$ cat src/rtl/ifmap_window_buffer_if.sv
// ifmap_window_buffer_if: stream, window-control and selector-facing signals of the
// input-feature-map window buffer. The master drives writes and control; the slave
// (the buffer) returns readiness, selector index and entry contents.
// Optional macro IFMAP_WINDOW_BUFFER_WINCNT_EN adds the win_count status bus.
interface ifmap_window_buffer_if #(
  parameter int WIDTH  = 8,
  parameter int DEPTH  = 16,
  parameter int ADDR_W = 4
);
  logic                   wr_valid;
  logic [WIDTH-1:0]       wr_data;
  logic                   wr_ready;
  logic                   start;
  logic [ADDR_W:0]        win_len;
  logic [ADDR_W:0]        stride;
  logic                   flush;
  logic                   rd_en;
  logic                   rd_valid;
  logic [ADDR_W-1:0]      rd_sel;
  logic                   win_done;
  logic [WIDTH*DEPTH-1:0] buf_flat;
  logic [ADDR_W:0]        count;
`ifdef IFMAP_WINDOW_BUFFER_WINCNT_EN
  logic [15:0]            win_count;

  modport master (
    output wr_valid, wr_data, start, win_len, stride, flush, rd_en,
    input  wr_ready, rd_valid, rd_sel, win_done, buf_flat, count, win_count
  );
  modport slave (
    input  wr_valid, wr_data, start, win_len, stride, flush, rd_en,
    output wr_ready, rd_valid, rd_sel, win_done, buf_flat, count, win_count
  );
`else
  modport master (
    output wr_valid, wr_data, start, win_len, stride, flush, rd_en,
    input  wr_ready, rd_valid, rd_sel, win_done, buf_flat, count
  );
  modport slave (
    input  wr_valid, wr_data, start, win_len, stride, flush, rd_en,
    output wr_ready, rd_valid, rd_sel, win_done, buf_flat, count
  );
`endif
endinterface

$ cat src/rtl/ifmap_window_buffer.sv
// ifmap_window_buffer: circular byte buffer feeding a 16:1 selector. Bytes arrive on
// a valid/ready stream; once enough are held, the buffer walks a window of win_len
// entries through rd_sel, then slides the window start by stride and frees those slots.
// Optional macro IFMAP_WINDOW_BUFFER_WINCNT_EN adds a 16-bit completed-window counter.
module ifmap_window_buffer #(
  parameter int WIDTH  = 8,
  parameter int DEPTH  = 16,
  parameter int ADDR_W = 4
) (
  input logic                 clk,
  input logic                 rst,
  ifmap_window_buffer_if.slave bus
);
  typedef enum logic [1:0] {IDLE, WAIT_FILL, READ, SHIFT} state_t;

  localparam logic [ADDR_W:0] DEPTH_C = (ADDR_W+1)'(DEPTH);
  localparam logic [ADDR_W:0] ONE_C   = (ADDR_W+1)'(1);

  state_t            state_q, state_d;
  logic [WIDTH-1:0]  mem_q [DEPTH];
  logic [WIDTH-1:0]  mem_d [DEPTH];
  logic [ADDR_W-1:0] wr_ptr_q, wr_ptr_d;
  logic [ADDR_W-1:0] head_q, head_d;
  logic [ADDR_W-1:0] rd_ptr_q, rd_ptr_d;
  logic [ADDR_W:0]   rd_cnt_q, rd_cnt_d;
  logic [ADDR_W:0]   count_q, count_d;
  logic [ADDR_W:0]   win_len_q, win_len_d;
  logic [ADDR_W:0]   stride_q, stride_d;
  logic              win_done_q, win_done_d;
  logic              wr_acc;
  logic [ADDR_W:0]   freed;
`ifdef IFMAP_WINDOW_BUFFER_WINCNT_EN
  logic [15:0]       win_count_q, win_count_d;
`endif

  // Window length / slide of 0 means 1; anything beyond the buffer means the whole buffer.
  function automatic logic [ADDR_W:0] clamp_len(input logic [ADDR_W:0] v);
    if (v == '0)         return ONE_C;
    else if (v > DEPTH_C) return DEPTH_C;
    else                  return v;
  endfunction

  // Next-state logic: window FSM, write acceptance, occupancy and flush override.
  always_comb begin
    state_d    = state_q;
    mem_d      = mem_q;
    wr_ptr_d   = wr_ptr_q;
    head_d     = head_q;
    rd_ptr_d   = rd_ptr_q;
    rd_cnt_d   = rd_cnt_q;
    win_len_d  = win_len_q;
    stride_d   = stride_q;
    win_done_d = 1'b0;
    freed      = '0;
    wr_acc     = bus.wr_valid && (count_q < DEPTH_C) && !bus.flush;
`ifdef IFMAP_WINDOW_BUFFER_WINCNT_EN
    win_count_d = win_count_q;
`endif

    case (state_q)
      IDLE: begin
        if (bus.start) begin
          win_len_d = clamp_len(bus.win_len);
          stride_d  = clamp_len(bus.stride);
          state_d   = WAIT_FILL;
        end
      end
      WAIT_FILL: begin
        if (count_q >= win_len_q) begin
          rd_ptr_d = head_q;
          rd_cnt_d = '0;
          state_d  = READ;
        end
      end
      READ: begin
        if (bus.rd_en) begin
          rd_ptr_d = rd_ptr_q + 1'b1;
          rd_cnt_d = rd_cnt_q + ONE_C;
          if (rd_cnt_q == win_len_q - ONE_C) begin
            win_done_d = 1'b1;
            state_d    = SHIFT;
          end
        end
      end
      SHIFT: begin
        // Occupancy never drops below zero even if stride exceeds what is held.
        freed   = (stride_q < count_q) ? stride_q : count_q;
        head_d  = head_q + freed[ADDR_W-1:0];
        state_d = WAIT_FILL;
      end
      default: state_d = IDLE;
    endcase

    if (wr_acc) begin
      mem_d[wr_ptr_q] = bus.wr_data;
      wr_ptr_d        = wr_ptr_q + 1'b1;
    end
    count_d = count_q + {{ADDR_W{1'b0}}, wr_acc} - freed;

`ifdef IFMAP_WINDOW_BUFFER_WINCNT_EN
    if (win_done_d) win_count_d = win_count_q + 16'd1;
`endif

    // Flush empties the buffer but leaves entry contents in place.
    if (bus.flush) begin
      state_d    = IDLE;
      wr_ptr_d   = '0;
      head_d     = '0;
      rd_ptr_d   = '0;
      rd_cnt_d   = '0;
      count_d    = '0;
      win_done_d = 1'b0;
`ifdef IFMAP_WINDOW_BUFFER_WINCNT_EN
      win_count_d = '0;
`endif
    end
  end

  // State and storage registers with synchronous reset that also clears every entry.
  always_ff @(posedge clk) begin
    if (rst) begin
      state_q    <= IDLE;
      wr_ptr_q   <= '0;
      head_q     <= '0;
      rd_ptr_q   <= '0;
      rd_cnt_q   <= '0;
      count_q    <= '0;
      win_len_q  <= ONE_C;
      stride_q   <= ONE_C;
      win_done_q <= 1'b0;
      for (int i = 0; i < DEPTH; i++) mem_q[i] <= '0;
`ifdef IFMAP_WINDOW_BUFFER_WINCNT_EN
      win_count_q <= '0;
`endif
    end else begin
      state_q    <= state_d;
      wr_ptr_q   <= wr_ptr_d;
      head_q     <= head_d;
      rd_ptr_q   <= rd_ptr_d;
      rd_cnt_q   <= rd_cnt_d;
      count_q    <= count_d;
      win_len_q  <= win_len_d;
      stride_q   <= stride_d;
      win_done_q <= win_done_d;
      for (int i = 0; i < DEPTH; i++) mem_q[i] <= mem_d[i];
`ifdef IFMAP_WINDOW_BUFFER_WINCNT_EN
      win_count_q <= win_count_d;
`endif
    end
  end

  // rd_sel is a register so the downstream selector path starts at a flop.
  assign bus.wr_ready = (count_q < DEPTH_C);
  assign bus.rd_valid = (state_q == READ);
  assign bus.rd_sel   = rd_ptr_q;
  assign bus.win_done = win_done_q;
  assign bus.count    = count_q;
`ifdef IFMAP_WINDOW_BUFFER_WINCNT_EN
  assign bus.win_count = win_count_q;
`endif

  for (genvar gi = 0; gi < DEPTH; gi++) begin : g_flat
    assign bus.buf_flat[gi*WIDTH +: WIDTH] = mem_q[gi];
  end
endmodule

$ cat src/flat_wrapper.sv
// flat-port wrapper written by rule: the top's interface ports become plain ports
module ifmap_window_buffer_flat 
#(
  parameter int WIDTH  = 8,
  parameter int DEPTH  = 16,
  parameter int ADDR_W = 4
)
  (clk, rst, bus_wr_valid, bus_wr_data, bus_start, bus_win_len, bus_stride, bus_flush, bus_rd_en, bus_wr_ready, bus_rd_valid, bus_rd_sel, bus_win_done, bus_buf_flat, bus_count);
  ifmap_window_buffer_if #(.WIDTH(WIDTH), .DEPTH(DEPTH), .ADDR_W(ADDR_W)) bus_i ();
  input logic clk;
  input logic rst;
  input wire logic [$bits(bus_i.wr_valid)-1:0] bus_wr_valid;
  input wire logic [$bits(bus_i.wr_data)-1:0] bus_wr_data;
  input wire logic [$bits(bus_i.start)-1:0] bus_start;
  input wire logic [$bits(bus_i.win_len)-1:0] bus_win_len;
  input wire logic [$bits(bus_i.stride)-1:0] bus_stride;
  input wire logic [$bits(bus_i.flush)-1:0] bus_flush;
  input wire logic [$bits(bus_i.rd_en)-1:0] bus_rd_en;
  output wire logic [$bits(bus_i.wr_ready)-1:0] bus_wr_ready;
  output wire logic [$bits(bus_i.rd_valid)-1:0] bus_rd_valid;
  output wire logic [$bits(bus_i.rd_sel)-1:0] bus_rd_sel;
  output wire logic [$bits(bus_i.win_done)-1:0] bus_win_done;
  output wire logic [$bits(bus_i.buf_flat)-1:0] bus_buf_flat;
  output wire logic [$bits(bus_i.count)-1:0] bus_count;
  assign bus_i.wr_valid = bus_wr_valid;
  assign bus_i.wr_data = bus_wr_data;
  assign bus_i.start = bus_start;
  assign bus_i.win_len = bus_win_len;
  assign bus_i.stride = bus_stride;
  assign bus_i.flush = bus_flush;
  assign bus_i.rd_en = bus_rd_en;
  assign bus_wr_ready = bus_i.wr_ready;
  assign bus_rd_valid = bus_i.rd_valid;
  assign bus_rd_sel = bus_i.rd_sel;
  assign bus_win_done = bus_i.win_done;
  assign bus_buf_flat = bus_i.buf_flat;
  assign bus_count = bus_i.count;
  ifmap_window_buffer #(.WIDTH(WIDTH), .DEPTH(DEPTH), .ADDR_W(ADDR_W)) u_core (.clk(clk), .rst(rst), .bus(bus_i));
endmodule
$ cat config.mk
export PLATFORM = sky130hd
export DESIGN_NAME = ifmap_window_buffer_flat
export DESIGN_NICKNAME = d
export VERILOG_FILES = /design/src/rtl/ifmap_window_buffer_if.sv /design/src/rtl/ifmap_window_buffer.sv /design/src/flat_wrapper.sv
export SDC_FILE = /design/constraint.sdc
export NUM_CORES = 1
export LEC_CHECK = 0
export CAP_MARGIN = 20
export CORE_ASPECT_RATIO = 0.7
export CORE_MARGIN = 2
export CORE_UTILIZATION = 50
export DETAILED_ROUTE_END_ITERATION = 16
export PLACE_DENSITY = 0.84
export SLEW_MARGIN = 20
export SYNTH_ARGS = -nofsm -noshare
export SYNTH_HDL_FRONTEND = slang
export SYNTH_SLANG_ARGS = --single-unit
$ cat constraint.sdc
create_clock -name clk -period 3.6 [get_ports clk]
set_input_delay 0.36 -clock clk [delete_from_list [all_inputs] [get_ports clk]]
set_output_delay 0.36 -clock clk [all_outputs]
set_load 0.03 [all_outputs]
After elaboration in Yosys (flattened, before gate mapping)
Index checks and enable logic that the tools add are counted.
{"block": "word_totals", "ff_bits": 163, "input_bits": 24, "out_inout_bits": 140, "elab_cells": 84}
{"block": "op_classes", "addsub": 7, "n_lt_le_gt_ge": 7, "eq_ne": 8, "mux": 21, "bitwise_logic": 3, "n_reduce_logical": 13}
{"operator": "$bwmux 128", "count": 1}
{"operator": "$mux 5", "count": 8}
{"operator": "$demux 8 s4", "count": 1}
{"operator": "$gt 5x5->1 const B", "count": 2}
{"operator": "$logic_not 5->1", "count": 2}
{"operator": "$pmux 5 s2", "count": 1}
{"operator": "$add 4x1->4 const B", "count": 2}
{"operator": "$mux 2", "count": 4}
{"operator": "$mux 4", "count": 2}
{"operator": "$mux 8", "count": 1}
{"operator": "$pmux 2 s4", "count": 1}
{"operator": "$pmux 4 s2", "count": 1}
{"operator": "$add 5x1->5", "count": 1}
{"operator": "$add 5x1->5 const B", "count": 1}
{"operator": "$eq 5x5->1", "count": 1}
{"operator": "$ge 5x5->1", "count": 1}
{"operator": "$ge 5x5->1 const B", "count": 1}
{"operator": "$lt 5x1->1 const B", "count": 1}
{"operator": "$lt 5x5->1", "count": 1}
{"operator": "$lt 5x5->1 const B", "count": 1}
{"operator": "$not 4->5", "count": 1}
{"operator": "$sub 5x1->5 const B", "count": 1}
{"operator": "$sub 5x5->5", "count": 1}
{"operator": "$add 4x4->4", "count": 1}
{"operator": "other kinds (15)", "count": 21}

Logic depth before layout (Yosys ltp)
{"block": "logic_depth", "ltp_word": 6, "depth_mapped": 19, "mapped_depth_nobuf": 19}

Worst setup path after synthesis
OpenSTA, ideal clock, no wires.
{"block": "synth_path", "kind": "flip-flop to flip-flop", "start": "reg u_core.count_q[4], in the netlist u_core.bus.count[4]", "end": "reg u_core.count_q[4], in the netlist u_core.bus.count[4]", "setup_time_ns": 0.128, "t_arrival_ns": 3.349, "required_ns": 3.472, "slack_ns": 0.124, "path_stages_with_launch": 18, "n_path_buf": 0, "synth_period_minus_slack_ns": 3.476, "path_cell_list": "dfxtp_1 inv_1 ha_1 a21o_1 a31oi_4 o21ai_0 and2_1 ha_1 inv_1 ha_1 inv_1 fa_1 inv_1 a21o_1 a21oi_1 xnor2_1 xnor2_1 nor2_1"}
{"block": "synth_between", "elab_chain_cells": 5, "word_cells_on_any_way": 8, "cone_classes": "2 x add/sub; 2 x order compare; 2 x mux; 2 x reduce/logical"}
{"element": "start: declaration", "line": "ifmap_window_buffer.sv:26", "text": "logic [ADDR_W:0] count_q, count_d;"}
{"element": "start signal: assignment", "line": "ifmap_window_buffer.sv:141", "text": "count_q <= count_d;"}
{"element": "$lt 5x5->1"}
{"element": "named net bus_wr_ready", "line": "flat_wrapper.sv:19", "text": "output wire logic [$bits(bus_i.wr_ready)-1:0] bus_wr_ready;"}
{"element": "$logic_and 1x1->1 (2 in a row)", "line": "ifmap_window_buffer.sv:55", "text": "wr_acc = bus.wr_valid && (count_q < DEPTH_C) && !bus.flush;"}
{"element": "$add 5x1->5", "line": "ifmap_window_buffer.sv:98", "text": "count_d = count_q + {{ADDR_W{1'b0}}, wr_acc} - freed;"}
{"element": "$sub 5x5->5", "line": "ifmap_window_buffer.sv:98"}
The timed path passes the listed nets, and every way through them passes these cells.
A chain may end at the register's enable or synchronous reset.

Worst setup path in the final report
{"block": "layout_path", "start": "reg u_core.count_q[2], in the netlist u_core.bus.count[2]", "end": "reg u_core.count_q[4], in the netlist u_core.bus.count[4]"}
{"block": "layout_between", "elab_chain_cells": 5, "word_cells_on_any_way": 8, "cone_classes": "2 x add/sub; 2 x order compare; 2 x mux; 2 x reduce/logical"}
{"element": "$lt 5x5->1", "line": "ifmap_window_buffer.sv:55"}
{"element": "$logic_and 1x1->1 (2 in a row)", "line": "ifmap_window_buffer.sv:55"}
{"element": "$add 5x1->5", "line": "ifmap_window_buffer.sv:98"}
{"element": "$sub 5x5->5 (*)", "line": "ifmap_window_buffer.sv:98"}
Mark *: on every way between the ends. The rest lies on a longest branch, timed or not.

==> impl_results.md <==
* Status: completed
* Crit. End Element: flop
* Mapped Cells at 702
* Fillers at 1033
* Num rows at 35
* Clk sink count at 163
* Post-synthesis cell area at 6870 sq um
* Final worst path period share at 93.5%
* Maximum vdd drop at 0.000401 V
* Max cap viols at 0
* Leakage Power at 4.02 nW
* Fmax at 297 MHz
* Worst slew pin tran at 0.908 ns
* Die Wd at 144 um
* I/O Buffers at 163
* CP Class: flop to flop
* Via count at 5512
* RePlAce Congestion at 0.895
* Finished Cell Area at 9230 sq um
* Slew HR at 39.3%
* Fin nets at 911
* Ports at 164
* Clock Root Buffer: clkbuf_16
* Number of hold violations in the final report at 0
* Synth Register Bits at 163
* Share of layout cells above drive strength 1 at 6.58%
* Critical path arrival at 3.65 ns
* Critical path launch point type: flop
* Post-synthesis sequential area ratio at 47.5%
* Clock transition at the registers of the reported paths at 0.07 ns
* Netlist cell types at 48
* Final Skew at 0.0115 ns
* Register Area at 3260 sq um
* Hold Startpoint: rst
* Critical Path RT at 3.88 ns
* Fin crit period at 3.37 ns
* Initial DRC count at 260
* Final core utilization at 69.4%
* Syn Area/Cell at 9.79 sq um
* Post-DR wirelength/cell at 17.2 um
* Hold depth at 2
* CTS Buf Count at 17
* Pre-antenna DRT Iters at 5
* Fin. max-slew vios at 0
* Overflow after GRT at 0
* Setup violators final at 0
* Initial antenna violation count at 0
* Via/cell ratio at 5.24
* Net Count, Synth at 759
* Die Area at 14700 sq um
* First-pass GRT wire length at 28500 um
* Design Power at 0.00393 W
* Area after DPL at 8620 sq um
* Vias in the first global route at 5293
* Worst reg2reg startpoint: u_core.bus.count[2]$_SDFF_PP0_
* Largest net degree at the start of global routing at 69
* Clk buf depth at 2
* Initial core utilization at 51.6%
* DRC viols at 0
* Clk_lat worst skew at 0.42 ns
* Die Height at 102 um
* Core ar. at 13300 sq um
* Area of the multi-input gates at 3390 sq um
* Total track usage at 25.2%
* Reg2Reg Depth at 18
* Reg-to-reg slack, setup at 0.23 ns
* R2r endpoint: u_core.bus.count[4]$_SDFF_PP0_
* Antenna Violating Nets Remaining at 0
* Most frequent cells in the layout: clkdlybuf4s50_1, dfxtp_1, nor2_1, mux2i_1, ha_1
* H-tree depth at 4
* Min-Delay Path Class: primary input to flop
* Final HPWL DP at 12500 um
* CTS tree: done
* Power density cells at 426 nW/um^2
* CP max FO at 6
* Area grow syn2layout at 34.3%
* Worst Hold Endpoint: u_core.stride_q[1]$_SDFFE_PP0P_
* Yosys warning total at 0
* Total wire length at 18000 um
* Ant diodes at 0
timing repair:
| action | in CTS | in global routing |
|---|---|---|
| gates resized for setup | 0 | 2 |
| buffers inserted | 0 | 2 |
| hold buffers | 0 | 0 |
| endpoints found under the setup margin | 0 | 1 |
| hold endpoints to repair | 0 | 0 |
per-stage QoR:
stage	TNS, ns	hold slack, ns	cells	setup slack, ns
CTS	0	0.464	1049	0.176
global route	-0.00209	0.501	1051	-0.00209
floorplan	0	0.441	702	0.124
global placement	0	0.466	1018	0.313
detailed placement	0	0.483	1018	0.199
finish	0	0.471	1051	0.235
Yosys cell counts, drive strengths merged:
library cell / count / share of area (%)
xnor2: 7 / 0.89
or4: 1 / 0.11
dfxtp: 163 / 47
and2: 5 / 0.46
o311ai: 1 / 0.13
clkbuf: 32 / 1.7
or2: 1 / 0.091
a21oi: 25 / 1.9
nand2b: 2 / 0.18
or3: 2 / 0.18
nand3: 20 / 1.8
inv: 23 / 1.3
nor3b: 7 / 0.76
a31oi: 3 / 0.49
and3: 1 / 0.091
o22ai: 2 / 0.18
xor2: 6 / 0.87
nand4b: 1 / 0.13
or2b: 1 / 0.11
o21ai: 11 / 0.86
a211oi: 5 / 0.69
mux2i: 133 / 19
a21boi: 1 / 0.11
nand2: 27 / 1.5
nor2b: 5 / 0.46
a221oi: 1 / 0.13
nor2: 159 / 9.1
fa: 2 / 0.58
ha: 31 / 5.6
buf: 3 / 0.31
nand4bb: 1 / 0.16
a21o: 5 / 0.66
mux2: 2 / 0.33
nor3: 4 / 0.29
nand4: 1 / 0.091
nand3b: 4 / 0.44
o31ai: 3 / 0.33
a311oi: 1 / 0.13
worst max-delay path, cell delays in order, from the launching register on:
cell and delay [ns]:
dfxtp_1 0.39, inv_1 0.08, ha_1 0.32, a21oi_1 0.18
o21ai_2 0.11, a31oi_4 0.25, o21ai_0 0.17, and2_1 0.20
ha_1 0.26, inv_1 0.06, ha_1 0.15, inv_1 0.06
fa_1 0.36, inv_1 0.09, a21o_1 0.12, a21oi_1 0.07
xnor2_1 0.17, xnor2_1 0.13, nor2_1 0.06
how the worst max path moves through the flow:
stage | startpoint | endpoint | slack [ns]
6_report | u_core.bus.count[2]$_SDFF_PP0_ | u_core.bus.count[4]$_SDFF_PP0_ | 0.23
5_1_grt | u_core.bus.count[2]$_SDFF_PP0_ | u_core.bus.count[4]$_SDFF_PP0_ | -0.002
4_1_cts | u_core.bus.count[4]$_SDFF_PP0_ | u_core.bus.count[4]$_SDFF_PP0_ | 0.18
3_5_place_dp | u_core.bus.count[4]$_SDFF_PP0_ | u_core.bus.count[4]$_SDFF_PP0_ | 0.20
3_3_place_gp | u_core.bus.count[4]$_SDFF_PP0_ | u_core.bus.count[4]$_SDFF_PP0_ | 0.31
2_1_floorplan | u_core.bus.count[4]$_SDFF_PP0_ | u_core.bus.count[4]$_SDFF_PP0_ | 0.12
where the power goes:
group / total (W) / internal (W) / leakage (nW) / switching [W]
registers: 0.00183 / 0.00182 / 1.32 / 0.0000147
logic: 0.000263 / 0.0000987 / 2.42 / 0.000165
clock network: 0.00183 / 0.00105 / 0.286 / 0.000785
total: 0.00393 / 0.00296 / 4.02 / 0.000965
cell type report:
class,instances,share of cell area (%)
repair buffers,168,18.1
flip-flops and latches,163,35.4
clock inverters,13,1.80
inverters,23,0.935
multi-input cells,481,36.7
well taps,185,2.51
clock buffers,18,4.65
sequential cells by signal, summed over array words and instances (netlist names):
name,count
u_core.bus.buf_flat,128
u_core.bus.count,5
u_core.rd_cnt_q,5
u_core.stride_q,5
u_core.win_len_q,5
u_core.bus.rd_sel,4
u_core.head_q,4
u_core.wr_ptr_q,4
u_core.state_q,2
u_core.bus.win_done,1
per-layer routing:
layer	vias up	wire (um)	GRT usage, %
met3	15	1510	8.86
met4	0	128	5.53
met1	2665	8370	34.3
met5	-	0	0
li1	2675	-	-
met2	157	8020	39.2
logic make-up after synthesis:
| logic type | share of synthesized area [%] |
|---|---|
| muxes | 19.7 |
| and+or+nand+nor | 16.0 |
| xor gates and xnor gates | 1.77 |
| DFF | 47.5 |
| buffers and inverters | 3.31 |
| adders and majority gates | 6.22 |
| AOI/OAI and AO/OA | 5.57 |
Power figures use the tool's default switching activity.
